$ cat src/rtl/scan_pkg.sv
// Shared constants, FSM state codes and the leading-zero visibility helper
// for the digit scan controller.
package scan_pkg;

  localparam int NUM_DIGITS = 4;
  localparam int SEL_W      = 2;
  localparam int NIBBLE_W   = 4;
  localparam int DATA_W     = NUM_DIGITS * NIBBLE_W;

  localparam logic [0:0] BLANK = 1'b0;
  localparam logic [0:0] ON    = 1'b1;

  // A digit is visible if it is digit 0 or if it or any more-significant nibble is non-zero.
  function automatic logic digit_visible(input logic [DATA_W-1:0] value,
                                         input logic [SEL_W-1:0]  idx);
    logic any_nz;
    any_nz = 1'b0;
    for (int k = 0; k < NUM_DIGITS; k++) begin
      if (k >= int'(idx) && value[k*NIBBLE_W +: NIBBLE_W] != '0) any_nz = 1'b1;
    end
    return (idx == '0) || any_nz;
  endfunction

endpackage

$ cat src/rtl/digit_scan_ctrl_if.sv
// Load/display bus between the scan controller and its host / decoder.
interface digit_scan_ctrl_if;
  import scan_pkg::*;

  logic                load;
  logic [DATA_W-1:0]   digits_in;
  logic [SEL_W-1:0]    sel;
  logic                enable_n;
  logic [NIBBLE_W-1:0] digit_bcd;
  logic                frame_done;

  modport master (
    output load, digits_in,
    input  sel, enable_n, digit_bcd, frame_done
  );

  modport slave (
    input  load, digits_in,
    output sel, enable_n, digit_bcd, frame_done
  );
endinterface

$ cat src/rtl/scan_timer.sv
// Phase counter for the scan FSM: counts up from 0 and flags the last cycle
// of the current phase (BLANK or ON length).
module scan_timer #(
  parameter int DWELL_CYCLES = 1000,
  parameter int BLANK_CYCLES = 4
) (
  input  logic clk,
  input  logic rst,
  input  logic phase_on,
  output logic tc
);
  localparam int MAX_LEN = (DWELL_CYCLES > BLANK_CYCLES) ? DWELL_CYCLES : BLANK_CYCLES;
  localparam int CNT_W   = $clog2(MAX_LEN);

  logic [CNT_W-1:0] count;
  logic [CNT_W-1:0] last;

  assign last = phase_on ? CNT_W'(DWELL_CYCLES - 1) : CNT_W'(BLANK_CYCLES - 1);
  assign tc   = (count == last);

  always_ff @(posedge clk) begin
    if (rst || tc) count <= '0;
    else           count <= count + CNT_W'(1);
  end
endmodule

$ cat src/rtl/digit_scan_ctrl.sv
// Four-digit multiplexed display scan controller with frame-synchronous updates.
// Optional build macro: LEADING_ZERO_BLANK_EN keeps leading-zero digits dark.
module digit_scan_ctrl
  import scan_pkg::*;
#(
  parameter int DWELL_CYCLES = 1000,
  parameter int BLANK_CYCLES = 4
) (
  input logic              clk,
  input logic              rst,
  digit_scan_ctrl_if.slave bus
);
  logic [0:0]          state;
  logic [0:0]          nxt_state;
  logic                phase_on;
  logic                tc;
  logic                advance;
  logic                boundary;
  logic                lit;
  logic [SEL_W-1:0]    sel_q;
  logic [SEL_W-1:0]    nxt_sel;
  logic [DATA_W-1:0]   shadow;
  logic [DATA_W-1:0]   active;
  logic [DATA_W-1:0]   nxt_active;
  logic                pending;
  logic [NIBBLE_W-1:0] bcd_q;
  logic                enable_n_q;
  logic                frame_done_q;

  assign phase_on = (state == ON);

  scan_timer #(
    .DWELL_CYCLES(DWELL_CYCLES),
    .BLANK_CYCLES(BLANK_CYCLES)
  ) u_timer (
    .clk      (clk),
    .rst      (rst),
    .phase_on (phase_on),
    .tc       (tc)
  );

  // advance is high only in the first blank cycle after an ON phase, so the
  // digit right after reset keeps sel=0 and never counts as a frame boundary.
  assign nxt_state  = tc ? ~state : state;
  assign boundary   = advance && (sel_q == SEL_W'(NUM_DIGITS - 1));
  assign nxt_sel    = advance ? sel_q + SEL_W'(1) : sel_q;
  assign nxt_active = !boundary    ? active :
                      bus.load     ? bus.digits_in :
                      pending      ? shadow : active;

`ifdef LEADING_ZERO_BLANK_EN
  assign lit = digit_visible(active, sel_q);
`else
  assign lit = 1'b1;
`endif

  always_ff @(posedge clk) begin
    if (rst) begin
      state        <= BLANK;
      advance      <= 1'b0;
      sel_q        <= '0;
      shadow       <= '0;
      active       <= '0;
      pending      <= 1'b0;
      bcd_q        <= '0;
      enable_n_q   <= 1'b1;
      frame_done_q <= 1'b0;
    end else begin
      state        <= nxt_state;
      advance      <= phase_on && tc;
      sel_q        <= nxt_sel;
      active       <= nxt_active;
      if (boundary) begin
        pending <= 1'b0;
      end else if (bus.load) begin
        shadow  <= bus.digits_in;
        pending <= 1'b1;
      end
      bcd_q        <= nxt_active[nxt_sel*NIBBLE_W +: NIBBLE_W];
      enable_n_q   <= !((nxt_state == ON) && lit);
      frame_done_q <= boundary;
    end
  end

  assign bus.sel        = sel_q;
  assign bus.enable_n   = enable_n_q;
  assign bus.digit_bcd  = bcd_q;
  assign bus.frame_done = frame_done_q;
endmodule
$ cat src/flat_wrapper.sv
// flat-port wrapper written by rule: the top's interface ports become plain ports
module digit_scan_ctrl_flat import scan_pkg::*;
#(
  parameter int DWELL_CYCLES = 1000,
  parameter int BLANK_CYCLES = 4
)
  (clk, rst, bus_load, bus_digits_in, bus_sel, bus_enable_n, bus_digit_bcd, bus_frame_done);
  digit_scan_ctrl_if bus_i ();
  input logic clk;
  input logic rst;
  input wire logic [$bits(bus_i.load)-1:0] bus_load;
  input wire logic [$bits(bus_i.digits_in)-1:0] bus_digits_in;
  output wire logic [$bits(bus_i.sel)-1:0] bus_sel;
  output wire logic [$bits(bus_i.enable_n)-1:0] bus_enable_n;
  output wire logic [$bits(bus_i.digit_bcd)-1:0] bus_digit_bcd;
  output wire logic [$bits(bus_i.frame_done)-1:0] bus_frame_done;
  assign bus_i.load = bus_load;
  assign bus_i.digits_in = bus_digits_in;
  assign bus_sel = bus_i.sel;
  assign bus_enable_n = bus_i.enable_n;
  assign bus_digit_bcd = bus_i.digit_bcd;
  assign bus_frame_done = bus_i.frame_done;
  digit_scan_ctrl #(.DWELL_CYCLES(DWELL_CYCLES), .BLANK_CYCLES(BLANK_CYCLES)) u_core (.clk(clk), .rst(rst), .bus(bus_i));
endmodule
$ cat config.mk
export PLATFORM = sky130hd
export DESIGN_NAME = digit_scan_ctrl_flat
export DESIGN_NICKNAME = d
export VERILOG_FILES = /design/src/rtl/scan_pkg.sv /design/src/rtl/digit_scan_ctrl_if.sv /design/src/rtl/scan_timer.sv /design/src/rtl/digit_scan_ctrl.sv /design/src/flat_wrapper.sv
export SDC_FILE = /design/constraint.sdc
export NUM_CORES = 1
export LEC_CHECK = 0
export BUFFER_PORTS_ARGS = -buffer_cell sky130_fd_sc_hd__buf_4
export CORE_UTILIZATION = 49
export DETAILED_ROUTE_END_ITERATION = 8
export GPL_TIMING_DRIVEN = 0
export PLACE_DENSITY = 0.76
export SETUP_SLACK_MARGIN = 0.3
export SLEW_MARGIN = 10
export SYNTH_ARGS = -nofsm -noshare
export SYNTH_HDL_FRONTEND = slang
export SYNTH_SLANG_ARGS = --single-unit
$ cat constraint.sdc
create_clock -name clk -period 2.56 [get_ports clk]
set_clock_uncertainty 0.2 [all_clocks]
set_input_delay 0.128 -clock clk [delete_from_list [all_inputs] [get_ports clk]]
set_output_delay 0.128 -clock clk [all_outputs]
set_load 0.1 [all_outputs]
# --- Word-level counts from Yosys, hierarchy flattened ---
# Index checks and enable logic that the tools add are counted.
totals:
  regBits: 53
  in_bits: 19
  out_inout_bits: 8
  wordCells: 29
classes:
  muxes: 6
  add_sub_neg: 2
  shift: 1
  n_reduce_logical: 6
  n_eq_ne: 2
  bitwise: 2
op_table:
  columns: ["operator", "n"]
  rows:
  - ["two-way mux 16 bit", 3]
  - ["indexed part select 16 x 5 -> 4 bit", 1]
  - ["adder 10 x 1 -> 10 bit, second input constant", 1]
  - ["equality test 10 bit", 1]
  - ["two-way mux 10 bit", 1]
  - ["adder 2 x 1 -> 2 bit, second input constant", 1]
  - ["equality test 2 bit, second input constant", 1]
  - ["logical AND 1 bit", 2]
  - ["two-way mux 2 bit", 1]
  - ["NOT 1 bit", 2]
  - ["AND reduction 2 bit", 1]
  - ["OR reduction 2 bit", 1]
  - ["zero test 1 bit", 1]
  - ["logical OR 1 bit", 1]
  - ["two-way mux 1 bit", 1]

# --- Longest topological paths before layout ---
# Gate-level depths: netlist of the first run.
logic_depth:
  ltp_word: 4
  depth_mapped: 7
  ltp_nobuf: 6

# --- Cells and area by module ---
# A second synthesis of the first run with hierarchy kept.
hier_totals:
  cells_unflattened: 286
  area_unflattened_um2: 2489.9
modules_own_cells:
  columns: ["module", "instances", "area_per_inst_um2", "cells_per_inst", "seq_area_each_um2"]
  rows:
  - ["digit_scan_ctrl", 1, 2010.7, 235, 860.8]
  - ["scan_timer", 1, 479.2, 51, 200.2]

# --- Worst setup path before layout of the first run ---
# No wires, ideal clock.
synth_timing:
  path_kind: "reg-to-reg"
  start: "register u_core.sel_q[0], in the netlist u_core.bus.sel[0]"
  end: "register u_core.bcd_q[0], in the netlist u_core.bus.digit_bcd[0]"
  setup_time_ns: 0.129
  path_buffers: 2
  path_slack_ns: 0.013
  period_less_slack_ns: 2.547
  path_stages_with_launch: 8
  arrival_ns: 2.218
  required_ns: 2.231
  cell_sequence: "dfxtp_1 > ha_1 > and2_1 > buf_2 > buf_2 > o21ai_0 > o21ai_0 > nand4_1"
synth_between:
  elab_chain_cells: 4
  word_cells_on_any_way: 6
  classes_between: "1 x add/sub; 1 x eq/ne; 1 x shift; 2 x mux; 1 x reduce/logical"
synth_lines:
  columns: ["item", "line", "source"]
  rows:
  - ["from (decl)", "digit_scan_ctrl.sv:20", "logic [SEL_W-1:0] sel_q;"]
  - ["from (signal assigned)", "digit_scan_ctrl.sv:71", "sel_q <= nxt_sel;"]
  - ["parallel branches: the longest is 3 deep, another holds adder 2 x 1 -> 2 bit", null, null]
  - ["indexed part select 16 x 5 -> 4 bit *", "digit_scan_ctrl.sv:79", "bcd_q <= nxt_active[nxt_sel*NIBBLE_W +: NIBBLE_W];"]
  - ["to (signal assigned)", "digit_scan_ctrl.sv:79", null]
  - ["to (decl)", "digit_scan_ctrl.sv:26", "logic [NIBBLE_W-1:0] bcd_q;"]
# Every way passes the cells marked *.
# A chain may end at the register's enable or synchronous reset.

# --- Worst setup path after layout of the first run ---
layout_timing:
  start: "register u_core.sel_q[0], in the netlist u_core.bus.sel[0]"
  end: "register u_core.bcd_q[3], in the netlist u_core.bus.digit_bcd[3]"
# The elaborated chain is that of the path after synthesis.

==> results of run 1 <==
==> worst max-delay path, cell delays in order (launching register included) <==
cell and delay (ns):
dfxtp_2 0.44, ha_2 0.33, mux2_2 0.31, nor3_1 0.45
nand3_1 0.20, nand4_1 0.16
==> flip-flops by register name (all words and copies together), names as in the netlist <==
| register | flops |
|---|---|
| u_core.bus.sel | 2 |
| u_core.advance | 1 |
| u_core.bus.digit_bcd | 4 |
| u_core.active | 16 |
| u_core.phase_on | 1 |
| u_core.u_timer.count | 10 |
| u_core.bus.enable_n | 1 |
| u_core.shadow | 16 |
| u_core.bus.frame_done | 1 |
| u_core.pending | 1 |
==> cell families (layout without fill, tap and decap cells) <==
logic type	Yosys count	in the layout
buf+inv	32	80
fa+ha+maj	3	3
compound gates	60	60
flops	53	53
xor+xnor	9	9
simple gates	155	155
mux	1	1
==> Yosys cell counts (2+ instances only) <==
master,number
a21oi_1,25
and2_1,3
and3_1,9
and4b_1,9
buf_2,6
clkbuf_1,13
dfxtp_1,53
ha_1,3
inv_1,10
nand2_1,39
nand2b_1,6
nand3_1,14
nand3b_1,3
nand4_1,18
nor2_1,38
nor2b_1,3
nor3_1,6
nor3b_1,2
o21ai_0,14
o21bai_1,9
o22a_1,8
or3_1,2
xnor2_1,7
==> power groups by stage <==
stage               logic [uW]  clock network (uW)  registers [uW]
detailed placement         145                   0             882
finish                     166                 513             863
global route               183                 556             866
global placement           142                   0             881
CTS                        165                 518             862
floorplan                 85.1                   0             888
==> final cells by class <==
cell class / count / area share (%)
Multi-Input combinational cell: 228 / 43.1
Sequential cell: 53 / 35.0
Timing Repair Buffer: 40 / 11.2
Buffer: 22 / 3.37
Clock buffer: 7 / 3.17
Tap cell: 67 / 2.76
Inverter: 10 / 1.23
Clock inverter: 1 / 0.165
==> metal layers <==
layer	part of all wire, %	up-vias
li1	-	1189
met1	45	1125
met2	47	98
met3	6.8	7
met4	0.88	0
met5	0	-
==> stage by stage <==
| step | utilization, % | instance area [um2] |
|---|---|---|
| 5_1_grt | 63.1 | 3040 |
| 4_1_cts | 62.9 | 3030 |
| 6_report | 63.1 | 3040 |
| 3_5_place_dp | 57.5 | 2770 |
| 2_1_floorplan | - | 2510 |
| 3_3_place_gp | 57.5 | 2770 |
==> path summary, 6_finish.rpt <==
kind / end / slack, ns / cells past startpoint
worst max-delay path: u_core.bus.digit_bcd[3] / 0.41 / 5
worst min-delay path: u_core.pending / 0.03 / 3
worst max register to register: u_core.bus.digit_bcd[3] / 0.41 / 5
worst min register to register: u_core.shadow[10] / 0.26 / 2
==> timing repair <==
action,in CTS,in global routing
endpoints found under the hold margin,16,0
resized for setup,0,5
hold buffers,16,0
buffers inserted,0,0
setup endpoints to repair,0,8
==> impl_metrics.toml, run 1 <==
[synth]
seq_area_frac_synth_pct = 42.4
synth-simple-area-share_pct = 31.8
synth_top_area_cell = "dfxtp_1"
synth_top_cell_area_share_pct = 42.4
synth_nets = 335
synthXorXnorAreaFrac_pct = 3.45
syn_area_um2 = 2500
yosys_register_bits = 53
synthAdderAreaFrac_pct = 1.50
synth_compound_area_share_pct = 14.9
synth_top_family_by_area = "simple AND/OR/NAND/NOR gates"
syn_inst = 313
avgSynthCellArea_um2 = 8.00
synth_edf_count = 0
synth.area.mux_share_pct = 0.450
synthTopCellsByArea = "dfxtp_1, nand2_1, nor2_1"
ys_warn_count = 0
yosys_most_used_dff = "dfxtp_1"
async_reset_ff_share_pct = 0
synth_cell_types = 36

[clock_network]
clk_latency_ns = 0.30
clock_sinks = 53
clk_pin_slew_ns = 0.10
cts_made_buffers = 5
cts-root-buf = "clkbuf_8"
h-tree-depth = 2
clockBufferDepth = 2
cts_tree = "done"

[power]
powerDensity_nw_per_um2 = 507
p_seq_share_pct = 56.0
switching_share_pct = 24.3
vdd_drop_max_mv = 0.342
clockPowerShare_pct = 33.3
p_comb_share_pct = 10.8
p_int_uw = 1170
finalPower_uw = 1540
leakagePower_uw = 0.00122
power.switching_uw = 375

[route]
avgViaCountPerCell = 5.65
post_drt_wl_per_cell_um = 14.9
drc = 0
initialDrtViolationCount = 184
antenna_left = 0
drt-pass1-iter-count = 5
dr_total_vias = 2419
drt_wl_total_um = 6360

[timing]
rsz0062_at_grt = "false"
setup_tns_ns = 0
setup_ws_ns = 0.412
worst_pin_slew_ns = 0.566
timing.hold.ws_ns = 0.0314
post-route-min-period_ns = 2.15
fmax_mhz = 465
hold_viol_final = 0
post-route-period-util_pct = 83.9
slew_headroom_pct = 62.0
finalMaxSlewViolations = 0
setup_viol = 0

[critical_path]
path_max_fanout = 9
criticalPathCategory = "reg2reg"
critPathLaunch = "u_core.bus.sel[0]"
critPathLaunchType = "register"
r2r-start = "u_core.bus.sel[0]"
end_kind = "register"
required_ns = 2.61
arrival_ns = 2.20

[finish]
syn2layout_area_growth_pct = 21.4
layout_commonest_cell = "dfxtp_1"
final_nets = 382
layout_common_cells = "dfxtp_1, nand2_1, nor2_1"
regArea_um2 = 1060
fillers = 435
diodes = 0
layout.cells.non_filler = 428
drive_above_1_share_pct = 13.3
multiInputGateArea_um2 = 1310

[run_status]
status = "finished, final reports clean"

[global_routing]
grt_pass1_vias = 2234
use_met1_pct = 34.5
globalRouteMet2Util_pct = 42.0
grt_pass1_wl_um = 10600
track_usage_pct = 25.7
grt-busiest-layer = "met2"
overflow = 0
grt_max_degree = 16
grt_antenna_before_repair = 0
grt.met3_usage_pct = 5.21

[min_path]
hold_class = "in2reg"
min_from = "bus_load"

[placement]
post-place-cells = 404
place.gp.congestion = 0.857
place_ws_ns = 0.381
portBuffers = 24
dp.final_hpwl_um = 4380

[floorplan]
fp.dieW_um = 73.5
die_h_um = 73.5
coreArea_um2 = 4820
dieArea_um2 = 5400
core.rowCount = 25
num_io_pins = 27
start_util_pct = 52.0

[flow_run]
cap_violations = 0
Power figures use the tool's default switching activity.
==> run 2: changes to the inputs <==
==> constraint.sdc (replaced) <==
create_clock -name clk -period 2 [get_ports clk]
set_clock_uncertainty 0.2 [all_clocks]
set_input_delay 0.1 -clock clk [delete_from_list [all_inputs] [get_ports clk]]
set_output_delay 0.1 -clock clk [all_outputs]
set_load 0.1 [all_outputs]
==> run 2 against run 1 <==
Against the previous run: register-to-register slack worse by 0.26 ns; non-clock buffer count is 4 higher; cell count is 0.93% higher; largest power group unchanged; sequential power increased by 27%; maximum frequency increased by 16%; routed wire length rose by 1.5%; largest cell class unchanged; clock power is 14% higher; worst hold slack got worse by 0.012 ns; power up 25%; sequential share of layout area shrank 1.4 points; via count is 0.50% higher; critical path depth unchanged.
==> impl_metrics.toml, run 2 (synthesis gave the netlist of run 1 again) <==
[clock_network]
h-tree-depth = 2
clockBufferDepth = 2
clock_sinks = 53
cts_tree = "done"
clk_latency_ns = 0.30
clk_pin_slew_ns = 0.09
cts-root-buf = "clkbuf_8"
cts_made_buffers = 5

[timing]
worst_pin_slew_ns = 0.561
setup_viol = 0
setup_tns_ns = 0
post-route-min-period_ns = 1.85
rsz0062_at_grt = "true"
setup_ws_ns = 0.154
hold_viol_final = 0
slew_headroom_pct = 62.6
fmax_mhz = 542
post-route-period-util_pct = 92.3
finalMaxSlewViolations = 0

[critical_path]
cp.depth = 5
crit_path_end = "u_core.phase_on"
critPathLaunch = "u_core.u_timer.count[2]"
critPathLaunchType = "register"
critPathSlowestCell = "or4_4"
worstPathCellList = "or4_4 > o22ai_4 > and3_4 > ha_4 > nor2b_4"
crit_family = "simple AND/OR/NAND/NOR gates"
rrSetupSlack_ns = 0.15
r2r-start = "u_core.u_timer.count[2]"
arrival_ns = 1.83
r2r.worst_path.cells = 5
crit_buf_inv = 0
end_kind = "register"
rr_endpoint = "u_core.phase_on"
cp_slowest_stage_delay_ns = 0.54
criticalPathCategory = "reg2reg"
path_max_fanout = 2
required_ns = 1.98

[finish]
syn2layout_area_growth_pct = 27.9
layout.cells.non_filler = 432
layout_common_cells = "dfxtp_1, nand2_1, nor2_1"
top_regs = "u_core.active (16), u_core.shadow (16), u_core.u_timer.count (10)"
fin_util_pct = 66.5
final_nets = 386
drive_above_1_share_pct = 21.4
diodes = 0
layout_commonest_cell = "dfxtp_1"

[floorplan]
dieArea_um2 = 5400
die_h_um = 73.5
core.rowCount = 25
fp.dieW_um = 73.5
start_util_pct = 52.0
coreArea_um2 = 4820
num_io_pins = 27

[route]
drt_wl_total_um = 6450
post_drt_wl_per_cell_um = 14.9
dr_total_vias = 2431
drt-pass1-iter-count = 5
drc = 0
avgViaCountPerCell = 5.63
antenna_left = 0
initialDrtViolationCount = 188

[power]
powerDensity_nw_per_um2 = 604
vdd_drop_max_mv = 0.449
leakagePower_uw = 0.00126
finalPower_uw = 1940

[min_path]
hold_class = "in2reg"

[global_routing]
overflow = 0
grt_pass1_wl_um = 10300
track_usage_pct = 24.9
grt_antenna_before_repair = 0
grt_max_degree = 16
grt_pass1_vias = 2161

[placement]
portBuffers = 24
place_ws_ns = 0.0696
place.gp.congestion = 0.869
dp.final_hpwl_um = 4420
post-place-cells = 404

[flow_run]
cap_violations = 0

[run_status]
status = "finished, final reports clean"
-- run 2: cell count changes in the layout (fill, tap and decap cells not counted), moves of 4 or more --
cell,before,now
o21ai_2,0,4
o21ai_1,1,7
buf_6,1,5
o21ai_0,13,3
nor2_2,0,4
clkbuf_1,12,8
nor2_1,38,34
-- run 2: worst min path at each step --
stage | start | to | slack [ns] | depth (start not counted)
after floorplan | bus_digits_in[0] | u_core.shadow[0] | 0.04 | 2
after global placement | bus_digits_in[13] | u_core.shadow[13] | 0.16 | 3
after detailed placement | bus_digits_in[5] | u_core.shadow[5] | 0.17 | 3
after CTS | bus_load | u_core.pending | 0.02 | 3
after global routing | bus_load | u_core.pending | 0.04 | 3
final | bus_load | u_core.pending | 0.02 | 3
-- run 2: layer usage --
layer	track usage, %	wire length, um	vias up
met5	0	0	-
met4	7.48	85	0
met3	3.70	242	9
met1	33.6	3050	1156
met2	41.2	3070	70
li1	-	-	1196
-- run 2: power breakdown --
part / switching [uW] / leakage (uW) / internal (uW) / total (uW)
logic: 131 / 0.000780 / 117 / 248
clock network: 342 / 0.0000450 / 244 / 586
registers: 19.0 / 0.000434 / 1080 / 1100
total: 492 / 0.00126 / 1440 / 1940
-- run 2: timing repair --
item,4_1_cts,5_1_grt
buffers inserted,2,1
setup endpoints to repair,24,26
pin swaps,2,8
endpoints found under the hold margin,28,0
gates resized for setup,12,12
gates cloned,0,1
hold buffers,16,0
-- run 2: layout make-up --
cell class | instances | area [um2]
Clock inverter | 2 | 10.0
Clock buffer | 6 | 72.6
Inverter | 10 | 37.5
Multi-Input combinational cell | 228 | 1410
Tap cell | 67 | 83.8
Timing Repair Buffer | 44 | 374
Buffer | 22 | 139
Fill cell | 419 | 1610
Sequential cell | 53 | 1070
-- run 2: stage by stage --
| step | hold WS [ns] | area (um2) |
|---|---|---|
| 2_1_floorplan | 0.0360 | 2590 |
| 3_3_place_gp | 0.157 | 2850 |
| 3_5_place_dp | 0.168 | 2850 |
| 4_1_cts | 0.0165 | 3150 |
| 5_1_grt | 0.0364 | 3200 |
| 6_report | 0.0197 | 3200 |
-- run 2: tightest hold or removal path: cells and delay by family --
family,cells,cell delay (ns)
simple gates,2,0.20
buf+inv,1,0.17
